**src/rtl/reg_access_arbiter.sv**
```systemverilog
// reg_access_arbiter: two-requester arbiter sequencing CS/R/W accesses to one shared register
//   clk, rst_n                  : system clock, asynchronous active-low reset
//   a_req/a_we/a_wdata (and b_) : requester access request, write select, write data
//   a_gnt/a_ack/a_rdata (and b_): ownership, one-cycle completion pulse, captured read data
//   reg_d/reg_cs/reg_r/reg_w    : strobes and data driven to the shared register
//   reg_o                       : shared register output, valid while reg_cs && reg_r
//   REG_ARB_ROUND_ROBIN_EN      : define for round-robin tie-break, otherwise A wins every tie
module reg_access_arbiter #(
    parameter int WIDTH = 16
) (
    input  logic             clk,
    input  logic             rst_n,
    input  logic             a_req,
    input  logic             a_we,
    input  logic [WIDTH-1:0] a_wdata,
    input  logic             b_req,
    input  logic             b_we,
    input  logic [WIDTH-1:0] b_wdata,
    output logic             a_gnt,
    output logic             a_ack,
    output logic [WIDTH-1:0] a_rdata,
    output logic             b_gnt,
    output logic             b_ack,
    output logic [WIDTH-1:0] b_rdata,
    output logic [WIDTH-1:0] reg_d,
    output logic             reg_cs,
    output logic             reg_r,
    output logic             reg_w,
    input  logic [WIDTH-1:0] reg_o
);
    typedef enum logic [1:0] {IDLE, ACCESS, DONE} state_t;
    state_t state;
    logic sel_b;
    logic pick_b;
    logic pick_we;
    logic [WIDTH-1:0] pick_wd;
`ifdef REG_ARB_ROUND_ROBIN_EN
    logic last_b;
    // on a tie, hand the register to whoever was not granted last
    always_comb pick_b = b_req && (!a_req || !last_b);
    always_ff @(posedge clk or negedge rst_n) begin
        if (!rst_n)
            last_b <= 1'b1;
        else if (state == IDLE && (a_req || b_req))
            last_b <= pick_b;
    end
`else
    always_comb pick_b = b_req && !a_req;
`endif
    always_comb pick_we = pick_b ? b_we : a_we;
    always_comb pick_wd = pick_b ? b_wdata : a_wdata;
    always_ff @(posedge clk or negedge rst_n) begin
        if (!rst_n) begin
            state   <= IDLE;
            sel_b   <= 1'b0;
            reg_d   <= '0;
            reg_cs  <= 1'b0;
            reg_r   <= 1'b0;
            reg_w   <= 1'b0;
            a_gnt   <= 1'b0;
            b_gnt   <= 1'b0;
            a_ack   <= 1'b0;
            b_ack   <= 1'b0;
            a_rdata <= '0;
            b_rdata <= '0;
        end else begin
            case (state)
                IDLE: if (a_req || b_req) begin
                    state  <= ACCESS;
                    sel_b  <= pick_b;
                    reg_d  <= pick_wd;
                    reg_cs <= 1'b1;
                    reg_w  <= pick_we;
                    reg_r  <= !pick_we;
                    a_gnt  <= !pick_b;
                    b_gnt  <= pick_b;
                end
                ACCESS: begin
                    state  <= DONE;
                    reg_cs <= 1'b0;
                    reg_r  <= 1'b0;
                    reg_w  <= 1'b0;
                    a_ack  <= !sel_b;
                    b_ack  <= sel_b;
                    // reg_r still holds the latched read/write direction here
                    if (reg_r && sel_b)
                        b_rdata <= reg_o;
                    if (reg_r && !sel_b)
                        a_rdata <= reg_o;
                end
                DONE: begin
                    state <= IDLE;
                    a_gnt <= 1'b0;
                    b_gnt <= 1'b0;
                    a_ack <= 1'b0;
                    b_ack <= 1'b0;
                end
                default: state <= IDLE;
            endcase
        end
    end
endmodule

```
**config.mk**
```make
export PLATFORM = sky130hd
export DESIGN_NAME = reg_access_arbiter
export DESIGN_NICKNAME = d
export VERILOG_FILES = /design/src/rtl/reg_access_arbiter.sv
export SDC_FILE = /design/constraint.sdc
export NUM_CORES = 1
export LEC_CHECK = 0
export ABC_AREA = 1
export ABC_CLOCK_PERIOD_IN_PS = 1350
export CAP_MARGIN = 20
export CORE_UTILIZATION = 40
export CTS_CLUSTER_SIZE = 12
export DETAILED_ROUTE_END_ITERATION = 10
export DONT_BUFFER_PORTS = 1
export GPL_TIMING_DRIVEN = 0
export PLACE_DENSITY_LB_ADDON = 0.12
export SYNTH_ARGS = -nofsm -noshare
export SYNTH_HDL_FRONTEND = slang
export SYNTH_SLANG_ARGS = --single-unit
export TNS_END_PERCENT = 1
```
**constraint.sdc**
```tcl
create_clock -name clk -period 1.35 [get_ports clk]
set_input_delay 0.3375 -clock clk [delete_from_list [all_inputs] [get_ports clk]]
set_output_delay 0.3375 -clock clk [all_outputs]
set_load 0.03 [all_outputs]
```
==> PnR_summary.wiki <==
{| class="wikitable"
! Metric !! Value
|-
| Cell depth of the worst flop-to-flop path || 6
|-
| Summed instance area of the synthesized netlist || 2500 um^2
|-
| Status || finished, violations left
|-
| Arrival time at the worst endpoint || 1630 ps
|-
| Wire length of the first global-routing pass || 9.29 mm
|-
| Switching power total || 0.00414 W
|-
| Clock Tree Root || sky130_fd_sc_hd__clkbuf_8
|-
| Average routed wire per standard cell || 15.1 um
|-
| Endpoint of the lowest-slack register-to-register path || a_rdata[13]
|-
| Setup slack after placement || -290 ps
|-
| Path category of the worst min-delay check || in -> async
|-
| Core Box Area || 5960 um^2
|-
| Multiplexer share of the synthesized area || 0
|-
| Via count of the first global-routing pass || 1915
|-
| Power per standard cell area || 2910 nW/um^2
|-
| Dominant synthesized flop cell || sky130_fd_sc_hd__dfrtp_1
|-
| Via density per instance || 4.95
|-
| Type of the worst setup path || reg -> reg
|-
| Share of the synthesized area in compound gates (AO/OA/AOI/OAI) || 0.133
|-
| Relative slew margins || 0.690
|-
| Cell Rows || 28
|-
| Max_cap viols || 0
|-
| Finish-stage setup viols || 17
|-
| Maximum number of pins on one net before global-route repair || 59
|-
| Drt first-iter violations || 85
|-
| Min setup slack post-route || -60.0 ps
|-
| Most repeated cell in the gate-level netlist after synthesis || sky130_fd_sc_hd__nand2_1
|-
| Filler cell count || 587
|-
| Detailed Route WL || 5.77 mm
|-
| Initial Util || 0.419
|-
| Final Skew || 3.53 ps
|-
| Total overflow reported by the global router || 0
|-
| HPWL Detailed || 3.90 mm
|-
| Syn avg cell area || 8.86 um^2
|-
| Total I/O pin count || 109
|-
| Maximum fanout encountered on the critical timing path || 10
|-
| Most common library cells after synthesis || sky130_fd_sc_hd__nand2_1, sky130_fd_sc_hd__dfrtp_1, sky130_fd_sc_hd__inv_1
|-
| Share of total power in the clock network || 0.175
|-
| Number of distinct library cell variants in the gate-level netlist after synthesis || 17
|-
| Startpoint of the worst register-to-register path || state[1]
|-
| Share of the clock period used by the worst path after layout || 1.04
|-
| Post-route worst hold slack || -309 ps
|-
| Depth of the CTS H-tree || 3
|-
| Share of flip-flops with an asynchronous set or reset || 1.00
|-
| Element type at the critical path end || flop
|-
| Count of final hold-check violations || 58
|-
| RePlAce Congestion || 0.753
|-
| Share of the synthesized netlist area taken by xor and xnor gates || 0
|-
| Length of the first detailed-routing pass in iterations || 4
|-
| Gate count after technology mapping || 282
|-
| Number of enable flip-flop cells after synthesis || 0
|-
| Layout cell share with drive strength beyond 1 || 0.160
|-
| Int Power || 0.00448 W
|-
| Count of port buffers added during placement || 0
|-
| Power after layout || 0.00862 W
|-
| Total leakage power || 1.58 nW
|-
| TritonCTS clock tree || yes
|-
| Combinational cell fraction of total power || 0.260
|-
| CTS Buffer Depth || 2
|-
| Total clock buffers created by CTS || 9
|-
| Dominant cells by area after synthesis || sky130_fd_sc_hd__dfrtp_1, sky130_fd_sc_hd__nand2_1, sky130_fd_sc_hd__o21ai_0, sky130_fd_sc_hd__inv_1, sky130_fd_sc_hd__o211ai_1
|-
| Share of synthesized cell area in full adder, half adder and majority cells || 0.0251
|-
| Overall routing resource usage || 0.192
|-
| Chip Height || 81.0 um
|-
| Die ar. || 6560 um^2
|-
| Routed Antenna Nets || 0
|-
| Area share of the largest cell type after synthesis || 0.581
|-
| Setup repair after global routing missed its margin || yes
|-
| Clock input transition at the sequential cells of the worst setup and hold paths || 60 ps
|-
| Reg2Reg Setup Slack || -60 ps
|-
| Number of nets in the synthesized netlist || 341
|-
| Final Non-Filler Cells || 382
|-
| Slew at the pin closest to its max-slew limit || 464 ps
|-
| Width of the chip || 81.0 um
|-
| Insertion delay to the later sink of the worst-skew pair || 340 ps
|-
| Type of origin of the critical path || flop
|-
| Most area-hungry cell type in the Yosys netlist || sky130_fd_sc_hd__dfrtp_1
|-
| Main combinational cell family by area after synthesis || simple AND/OR/NAND/NOR gates
|-
| DRC Markers || 0
|-
| VDD IR max || 1.41 mV
|-
| Switching share of power || 0.481
|-
| Number of diodes || 0
|-
| Number of sinks on the clock net || 58
|-
| Fmax achieved || 709 MHz
|-
| Fraction of power consumed by sequential logic || 0.566
|-
| Minimum period implied by the final worst setup slack || 1410 ps
|-
| Register area share after synthesis || 0.581
|-
| Max Transition Viols Final || 0
|-
| Post-synthesis register bit count || 58
|-
| Layout-stage area growth over the synthesis result || 18.8%
|-
| Via Count || 1889
|-
| Area fraction in and, or, nand and nor cells after synthesis || 0.168
|-
| Synth Warn # || 0
|-
| Final layout net count || 362
|-
| Violated checks || negative hold slack, negative setup slack
|-
| Data required time of the worst path || 1570 ps
|-
| Placed cells || 357
|-
| Initial antenna violation count || 0
|}
per-stage QoR:
stage / setup TNS, ps / instance area (um^2) / utilization / hold WS, ps
detailed placement: -9170 / 2590 / 0.435 / 43.7
floorplan: 0 / 2500 / - / 41.9
global route: -4020 / 2970 / 0.498 / -333
finish: -508 / 2970 / 0.498 / -309
CTS: -564 / 2920 / 0.489 / -322
global placement: -7970 / 2590 / 0.435 / 43.4
cell usage in the layout (no fill, tap or decap):
cell                       synthesis  final
sky130_fd_sc_hd__clkbuf_8          0     16
sky130_fd_sc_hd__clkinv_2          0      2
sky130_fd_sc_hd__nand3_1          10      8
sky130_fd_sc_hd__o21ai_2           0      1
sky130_fd_sc_hd__dfrtp_1          58     58
sky130_fd_sc_hd__o211ai_1         18     18
sky130_fd_sc_hd__ha_2              0      1
sky130_fd_sc_hd__nand3_4           0      1
sky130_fd_sc_hd__inv_2             1      3
sky130_fd_sc_hd__inv_1            42     39
sky130_fd_sc_hd__o21ai_0          36     35
sky130_fd_sc_hd__nand2_1          93     93
sky130_fd_sc_hd__ha_4              0      1
sky130_fd_sc_hd__o21ai_1           1      1
sky130_fd_sc_hd__buf_4             1     10
sky130_fd_sc_hd__buf_12            0      1
sky130_fd_sc_hd__buf_6             1      4
sky130_fd_sc_hd__nand3_2           0      1
sky130_fd_sc_hd__inv_4             0      1
sky130_fd_sc_hd__buf_8             0      1
sky130_fd_sc_hd__buf_2             7      4
sky130_fd_sc_hd__nor2_4            1      1
sky130_fd_sc_hd__ha_1              5      3
sky130_fd_sc_hd__nor2_1            1      1
sky130_fd_sc_hd__o22ai_1           2      2
sky130_fd_sc_hd__nand2_2           1      1
layout make-up:
| class | instances | area (um^2) | area share |
|---|---|---|---|
| clock buffer | 13 | 179 | 0.0603 |
| clock inverter | 2 | 10.0 | 0.00337 |
| tap | 75 | 93.8 | 0.0316 |
| buffer | 13 | 128 | 0.0430 |
| sequential | 58 | 1450 | 0.489 |
| timing repair buffer | 10 | 88.8 | 0.0299 |
| multi-input combinational | 168 | 852 | 0.287 |
| inverter | 43 | 164 | 0.0553 |
layer usage:
metal	share of wire	vias to the layer above	GRT usage
met1	0.45	881	0.244
met2	0.47	63	0.292
met4	0.018	0	0.0714
met3	0.064	12	0.0809
met5	0	-	0
li1	-	933	-
state kept, by name, indices dropped and copies added (netlist names), 2 cells and up:
signal,cells
state,2
a_rdata,16
reg_d,16
b_rdata,16
cell families after synthesis:
| group | count (synthesis) |
|---|---|
| DFF | 58 |
| and+or+nand+nor | 106 |
| AOI/OAI and AO/OA | 57 |
| buffers and inverters | 56 |
| adders and majority gates | 5 |
what timing repair did:
| action | 4_1_cts | 5_1_grt |
|---|---|---|
| gates resized for setup | 28 | 6 |
| endpoints found under the setup margin | 53 | 55 |
| buffers inserted | 4 | 4 |
| gates cloned | 2 | 0 |
| endpoints found under the hold margin | 58 | 58 |
| pin swaps | 1 | 5 |
how the worst max path moves through the flow:
stage	end	start	slack (ps)	depth (start not counted)
2_1_floorplan	reg_d[10]	state[0]	30	8
3_3_place_gp	b_rdata[6]	state[1]	-270	6
3_5_place_dp	b_rdata[2]	state[1]	-290	6
4_1_cts	b_rdata[2]	state[1]	-30	6
5_1_grt	a_rdata[11]	state[1]	-140	6
6_report	a_rdata[13]	state[1]	-60	6
power groups by stage:
stage | Clock (W) | Combinational [W] | Sequential [W]
floorplan | 0 | 0.00143 | 0.00470
global placement | 0 | 0.00173 | 0.00489
detailed placement | 0 | 0.00179 | 0.00490
CTS | 0.00155 | 0.00210 | 0.00489
global route | 0.00161 | 0.00260 | 0.00500
finish | 0.00151 | 0.00224 | 0.00488
worst max-delay path, stage by stage (launching register included):
cell	delay (ps)
sky130_fd_sc_hd__dfrtp_1	390
sky130_fd_sc_hd__inv_2	110
sky130_fd_sc_hd__ha_2	270
sky130_fd_sc_hd__nand3_2	150
sky130_fd_sc_hd__buf_4	220
sky130_fd_sc_hd__nand2_1	60
sky130_fd_sc_hd__o21ai_0	80
No activity file was read; power rests on OpenSTA's default activity.
